<file path="config.mk">
export PLATFORM = sky130hd
export DESIGN_NAME = hazard_scheduler
export DESIGN_NICKNAME = d
export VERILOG_FILES = /design/src/rtl/hazard_scheduler_pkg.sv /design/src/rtl/hazard_scheduler_scoreboard_entry.sv /design/src/rtl/hazard_scheduler.sv
export SDC_FILE = /design/constraint.sdc
export NUM_CORES = 1
export LEC_CHECK = 0
export CAP_MARGIN = 20
export CORE_MARGIN = 5
export CORE_UTILIZATION = 45
export CTS_CLUSTER_DIAMETER = 100
export DETAILED_ROUTE_END_ITERATION = 10
export PLACE_DENSITY = 0.65
export SKIP_CTS_REPAIR_TIMING = 1
export SLEW_MARGIN = 30
export SYNTH_ARGS = -nofsm -noshare
export SYNTH_HDL_FRONTEND = slang
export SYNTH_SLANG_ARGS = --single-unit
export TNS_END_PERCENT = 20
</file>
<file path="constraint.sdc">
create_clock -name clock -period 7.26 [get_ports clock]
set_clock_uncertainty 0.05 [all_clocks]
set_input_delay 2.178 -clock clock [delete_from_list [all_inputs] [get_ports clock]]
set_output_delay 2.178 -clock clock [all_outputs]
set_load 0.01 [all_outputs]
</file>
<file path="src/rtl/hazard_scheduler_pkg.sv">
// Shared types and constants for the decode-side hazard scheduler.
// Stats widths are consumed only when HAZARD_SCHEDULER_STATS_EN is defined.
package hazard_scheduler_pkg;

  typedef logic [4:0]  tag_t;
  typedef logic [31:0] word_t;

  // Bit positions inside the decoder's range_instrs control word.
  localparam int RI_WRITE_RD_BIT = 0;
  localparam int RI_USE_RS2_BIT  = 1;
  localparam int RI_DO_LOAD_BIT  = 2;

  localparam int LOAD_LAT_DEFAULT = 2;
  localparam int ALU_LAT_DEFAULT  = 0;

  localparam int STATS_STALL_CYCLES_W = 32;
  localparam int STATS_LOAD_USE_W     = 32;

  // Countdown width; never below one bit so a fully-forwarded build still elaborates.
  function automatic int cw_for(input int a, input int b);
    int m;
    m = (a > b) ? a : b;
    return (m < 1) ? 1 : $clog2(m + 1);
  endfunction

endpackage

</file>
<file path="src/rtl/hazard_scheduler_scoreboard_entry.sv">
// One scoreboard slot: a countdown that loads on issue, decays each
// unfrozen cycle and freezes while the pipeline is held.
module scoreboard_entry #(
  parameter int CW = 2
) (
  input  logic          clock,
  input  logic          reset_n,
  input  logic          hold_i,
  input  logic          load_i,
  input  logic [CW-1:0] load_val_i,
  output logic [CW-1:0] count_o
);

  logic [CW-1:0] count_q;
  logic [CW-1:0] count_d;

  always_comb begin
    count_d = count_q;
    if (hold_i) begin
      count_d = count_q;
    end else if (load_i) begin
      count_d = load_val_i;
    end else if (count_q != '0) begin
      count_d = count_q - {{(CW-1){1'b0}}, 1'b1};
    end else begin
      count_d = count_q;
    end
  end

  always_ff @(posedge clock or negedge reset_n) begin
    if (!reset_n) begin
      count_q <= '0;
    end else begin
      count_q <= count_d;
    end
  end

  assign count_o = count_q;

endmodule

</file>
<file path="src/rtl/hazard_scheduler.sv">
// Decode-stage issue/stall controller with a per-register result scoreboard.
// Optional counters: define HAZARD_SCHEDULER_STATS_EN.
module hazard_scheduler
  import hazard_scheduler_pkg::*;
#(
  parameter int LOAD_LAT = LOAD_LAT_DEFAULT,
  parameter int ALU_LAT  = ALU_LAT_DEFAULT,
  localparam int CW      = cw_for(LOAD_LAT, ALU_LAT)
) (
  input  logic        clock,
  input  logic        reset_n,
  input  logic        dec_valid,
  input  tag_t        dec_rs1,
  input  tag_t        dec_rs2,
  input  logic        dec_use_rs1,
  input  logic        dec_use_rs2,
  input  tag_t        dec_rd,
  input  logic        dec_write_rd,
  input  logic        dec_is_load,
  input  logic        hold,
  input  logic        flush,
`ifdef HAZARD_SCHEDULER_STATS_EN
  input  logic        stats_clear,
  output logic [STATS_STALL_CYCLES_W-1:0] stall_cycles,
  output logic [STATS_LOAD_USE_W-1:0]     load_use_events,
`endif
  output logic        stall,
  output logic        issue,
  output logic        bubble,
  output logic [31:0] busy_mask
);

  logic [CW-1:0] cnt_s [32];
  logic [31:0]   busy_s;
  logic [31:0]   wr_sel_s;
  logic [CW-1:0] load_val_s;
  logic          hazard_s;
  logic          issue_s;
  logic          wr_en_s;

  assign cnt_s[0] = '0;

  for (genvar r = 1; r < 32; r++) begin : g_entry
    scoreboard_entry #(.CW(CW)) u_entry (
      .clock      (clock),
      .reset_n    (reset_n),
      .hold_i     (hold),
      .load_i     (wr_sel_s[r]),
      .load_val_i (load_val_s),
      .count_o    (cnt_s[r])
    );
  end

  always_comb begin
    busy_s = 32'd0;
    for (int r = 1; r < 32; r++) begin
      busy_s[r] = (cnt_s[r] != '0);
    end
  end

  // busy_s[0] is constant zero, so x0 can never raise a hazard.
  assign hazard_s   = dec_valid & ((dec_use_rs1 & busy_s[dec_rs1]) |
                                   (dec_use_rs2 & busy_s[dec_rs2]));
  assign issue_s    = dec_valid & ~hold & ~flush & ~hazard_s;
  assign wr_en_s    = issue_s & dec_write_rd & (dec_rd != 5'd0);
  assign wr_sel_s   = {31'd0, wr_en_s} << dec_rd;
  assign load_val_s = dec_is_load ? CW'(LOAD_LAT) : CW'(ALU_LAT);

  // Outputs are held quiet for the whole time reset is asserted.
  assign stall     = reset_n & (hold | (hazard_s & ~flush));
  assign issue     = reset_n & issue_s;
  assign bubble    = reset_n & ~hold & ~issue_s;
  assign busy_mask = busy_s;

`ifdef HAZARD_SCHEDULER_STATS_EN
  logic [31:0] is_load_q;
  logic        was_stalling_q;
  logic [STATS_STALL_CYCLES_W-1:0] stall_cycles_q;
  logic [STATS_LOAD_USE_W-1:0]     load_use_q;
  logic        stall_evt_s;
  logic        blk_load_s;

  assign stall_evt_s = hazard_s & ~hold & ~flush;
  assign blk_load_s  = (dec_use_rs1 & busy_s[dec_rs1] & is_load_q[dec_rs1]) |
                       (dec_use_rs2 & busy_s[dec_rs2] & is_load_q[dec_rs2]);

  always_ff @(posedge clock or negedge reset_n) begin
    if (!reset_n) begin
      is_load_q      <= 32'd0;
      was_stalling_q <= 1'b0;
      stall_cycles_q <= '0;
      load_use_q     <= '0;
    end else begin
      if (!hold && wr_en_s) begin
        is_load_q[dec_rd] <= dec_is_load;
      end
      if (!hold) begin
        was_stalling_q <= hazard_s & ~flush;
      end
      if (stats_clear) begin
        stall_cycles_q <= '0;
        load_use_q     <= '0;
      end else begin
        if (stall_evt_s && (stall_cycles_q != {STATS_STALL_CYCLES_W{1'b1}})) begin
          stall_cycles_q <= stall_cycles_q + 1'b1;
        end
        if (stall_evt_s && !was_stalling_q && blk_load_s) begin
          load_use_q <= load_use_q + 1'b1;
        end
      end
    end
  end

  assign stall_cycles    = stall_cycles_q;
  assign load_use_events = load_use_q;
`endif

endmodule

</file>
==> results.yml <==
logic_synthesis:
  syn_area_per_cell_um2: 7.97
  yosysWarnings: 0
  netlist_instances: 648
  synth.most_common_cell: "inv_1"
  synthArstFlopShare: 1.00
  yosysTopAreaCellShare: 0.300
  ys_seq_area_frac: 0.300
  synth-seq-cells: 62
  synth_nets: 703
  yosys-top-cells-count: "inv_1, nand2_1, nor2_1"
  synthFlopType: "dfrtp_1"
  yosys.area.top_type: "dfrtp_1"
  mappedNetlistArea_um2: 5160
  synth_edf_count: 0
  synthTopCellsByArea: "dfrtp_1, ha_1, inv_1"
  ys_types: 61
layout:
  area_growth_pct: 20.3
  largest_reg_flops: 62
  drive_gt1_frac: 0.0977
  final_cells: 849
  nNetsFinal: 759
  antenna_cells: 0
  fill_cells: 1075
setup_path:
  arrival_ps: 4950
  criticalPathCategory: "in -> out"
  cp_max_fo: 4
  cp-start-kind: "primary input"
  crit_path_end_kind: "primary output"
  required_ps: 5030
sta:
  setup_viol: 0
  finalHoldViolCount: 0
  timing.final.ws_setup_ps: 84.1
  fmax_ghz: 0.139
  relSlewSlack: 0.571
  period_minus_slack_ps: 7180
  worst_slew_pin_slew_ps: 643
  post-route-period-util: 0.988
  tns_ps: 0
  final_max_slew_viol_count: 0
clocking:
  cts_buffer_depth: 2
  cts_made_buffers: 9
  clock_latency_ps: 350
  cts_num_sinks: 62
  cts_tree: "yes"
  clkTransAtPathRegs_ps: 50
  htree_levels: 3
  root_buffer: "clkbuf_16"
die:
  rows: 39
  dieArea_um2: 13700
  die_x_um: 117
  ioPinCount: 59
  start_util: 0.456
  fp.coreArea_um2: 11300
  die_h_um: 117
routing:
  drt_iter0_markers: 416
  ant_nets: 0
  vias_per_cell: 5.85
  wl_mm: 15.0
  vias: 4963
  dr.pass1.iters: 5
  remaining_drc_errors: 0
  wire_per_inst_um: 17.6
place:
  place_congestion: 1.06
  hpwl_mm: 11.0
  port-buffer-count: 57
  pre_cts_ws_ps: -152
  placed_cells: 836
pwr:
  irDropWorstVdd_uv: 211
  static-leakage-power_uw: 0.00295
  p_per_area_nw_per_um2: 395
run:
  cap_violations: 0
grt:
  antenna_found_initial: 0
  grt_max_degree: 63
  grt_pass1_wl_mm: 24.3
  grt-ovfl-total: 0
  grt_pass1_vias: 4888
  grt_usage: 0.229
worst_hold_path:
  min_path_type: "reg -> reg"
outcome:
  status: "finished, final reports clean"
per-layer routing:
metal  global-route usage  up-vias  share of wire
met5                    0        -              0
met4               0.0864        0          0.019
met3               0.0360       22          0.059
met2                0.380      169           0.49
met1                0.301     2402           0.43
li1                     -     2370              -
layout make-up:
cell class	count	area, um^2	share of cell area
flip-flops and latches	62	1550	0.250
clock buffers	12	267	0.0429
inverters	99	372	0.0598
multi-input cells	453	3080	0.495
repair buffers	79	736	0.118
well taps	143	179	0.0288
clock inverters	1	30.0	0.00483
final timing paths:
check | startpoint | end | slack (ps) | cells after the start
worst max-delay path | dec_rs1[1] | stall | 80 | 9
worst min-delay path | g_entry[19].u_entry.count_o[0]$_DFFE_PN0P_ | g_entry[19].u_entry.count_o[0]$_DFFE_PN0P_ | 440 | 2
worst max register to register | g_entry[18].u_entry.count_o[0]$_DFFE_PN0P_ | g_entry[17].u_entry.count_o[1]$_DFFE_PN0P_ | 3960 | 10
worst min register to register | g_entry[19].u_entry.count_o[0]$_DFFE_PN0P_ | g_entry[19].u_entry.count_o[0]$_DFFE_PN0P_ | 440 | 2
max in group asynchronous | reset_n | g_entry[29].u_entry.count_o[1]$_DFFE_PN0P_ | 4440 | 2
min in group asynchronous | reset_n | g_entry[10].u_entry.count_o[0]$_DFFE_PN0P_ | 1720 | 1
worst max-delay path, cell delays in order:
cell	delay, ps
clkdlybuf4s50_1	550
mux4_2	310
mux2_2	280
and3_1	200
or4_1	570
nand2_2	120
a21oi_1	60
nor2b_1	130
clkdlybuf4s50_1	540
layout by cell type, fill, tap and decap left out, types with 7 or more instances in the layout:
| cell | n |
|---|---|
| a211oi_1 | 8 |
| a21o_1 | 11 |
| a21oi_1 | 11 |
| a22oi_1 | 11 |
| and3_1 | 15 |
| buf_4 | 23 |
| clkbuf_16 | 9 |
| clkdlybuf4s50_1 | 52 |
| dfrtp_1 | 62 |
| ha_1 | 31 |
| inv_1 | 99 |
| mux2i_1 | 14 |
| mux4_2 | 11 |
| nand2_1 | 94 |
| nand3_1 | 10 |
| nand4_1 | 11 |
| nor2_1 | 66 |
| nor2b_1 | 10 |
| nor3_1 | 23 |
| nor3b_1 | 7 |
| o21ai_0 | 12 |
| o22ai_1 | 7 |
logic make-up after synthesis:
family,share of synthesized area
simple gates,0.257
mux,0.0860
other cells,0.000726
buf+inv,0.106
flops,0.300
fa+ha+maj,0.0751
compound gates,0.168
xor+xnor,0.00678
power by group:
group | switching, uW | internal, uW | leakage [uW]
Clock | 160 | 288 | 0.000147
Combinational | 733 | 654 | 0.00208
Sequential | 92.3 | 529 | 0.000719
Total | 986 | 1470 | 0.00295
per-stage QoR:
step	power (uW)	hold slack [ps]	instance area, um^2	utilization
final	2460	445	6210	0.549
after global routing	2670	466	6210	0.549
after CTS	2460	447	6200	0.548
after detailed placement	2010	437	5900	0.521
after global placement	1940	426	5900	0.521
after floorplan	1550	412	5160	-
(Power assumes the default switching activity.)
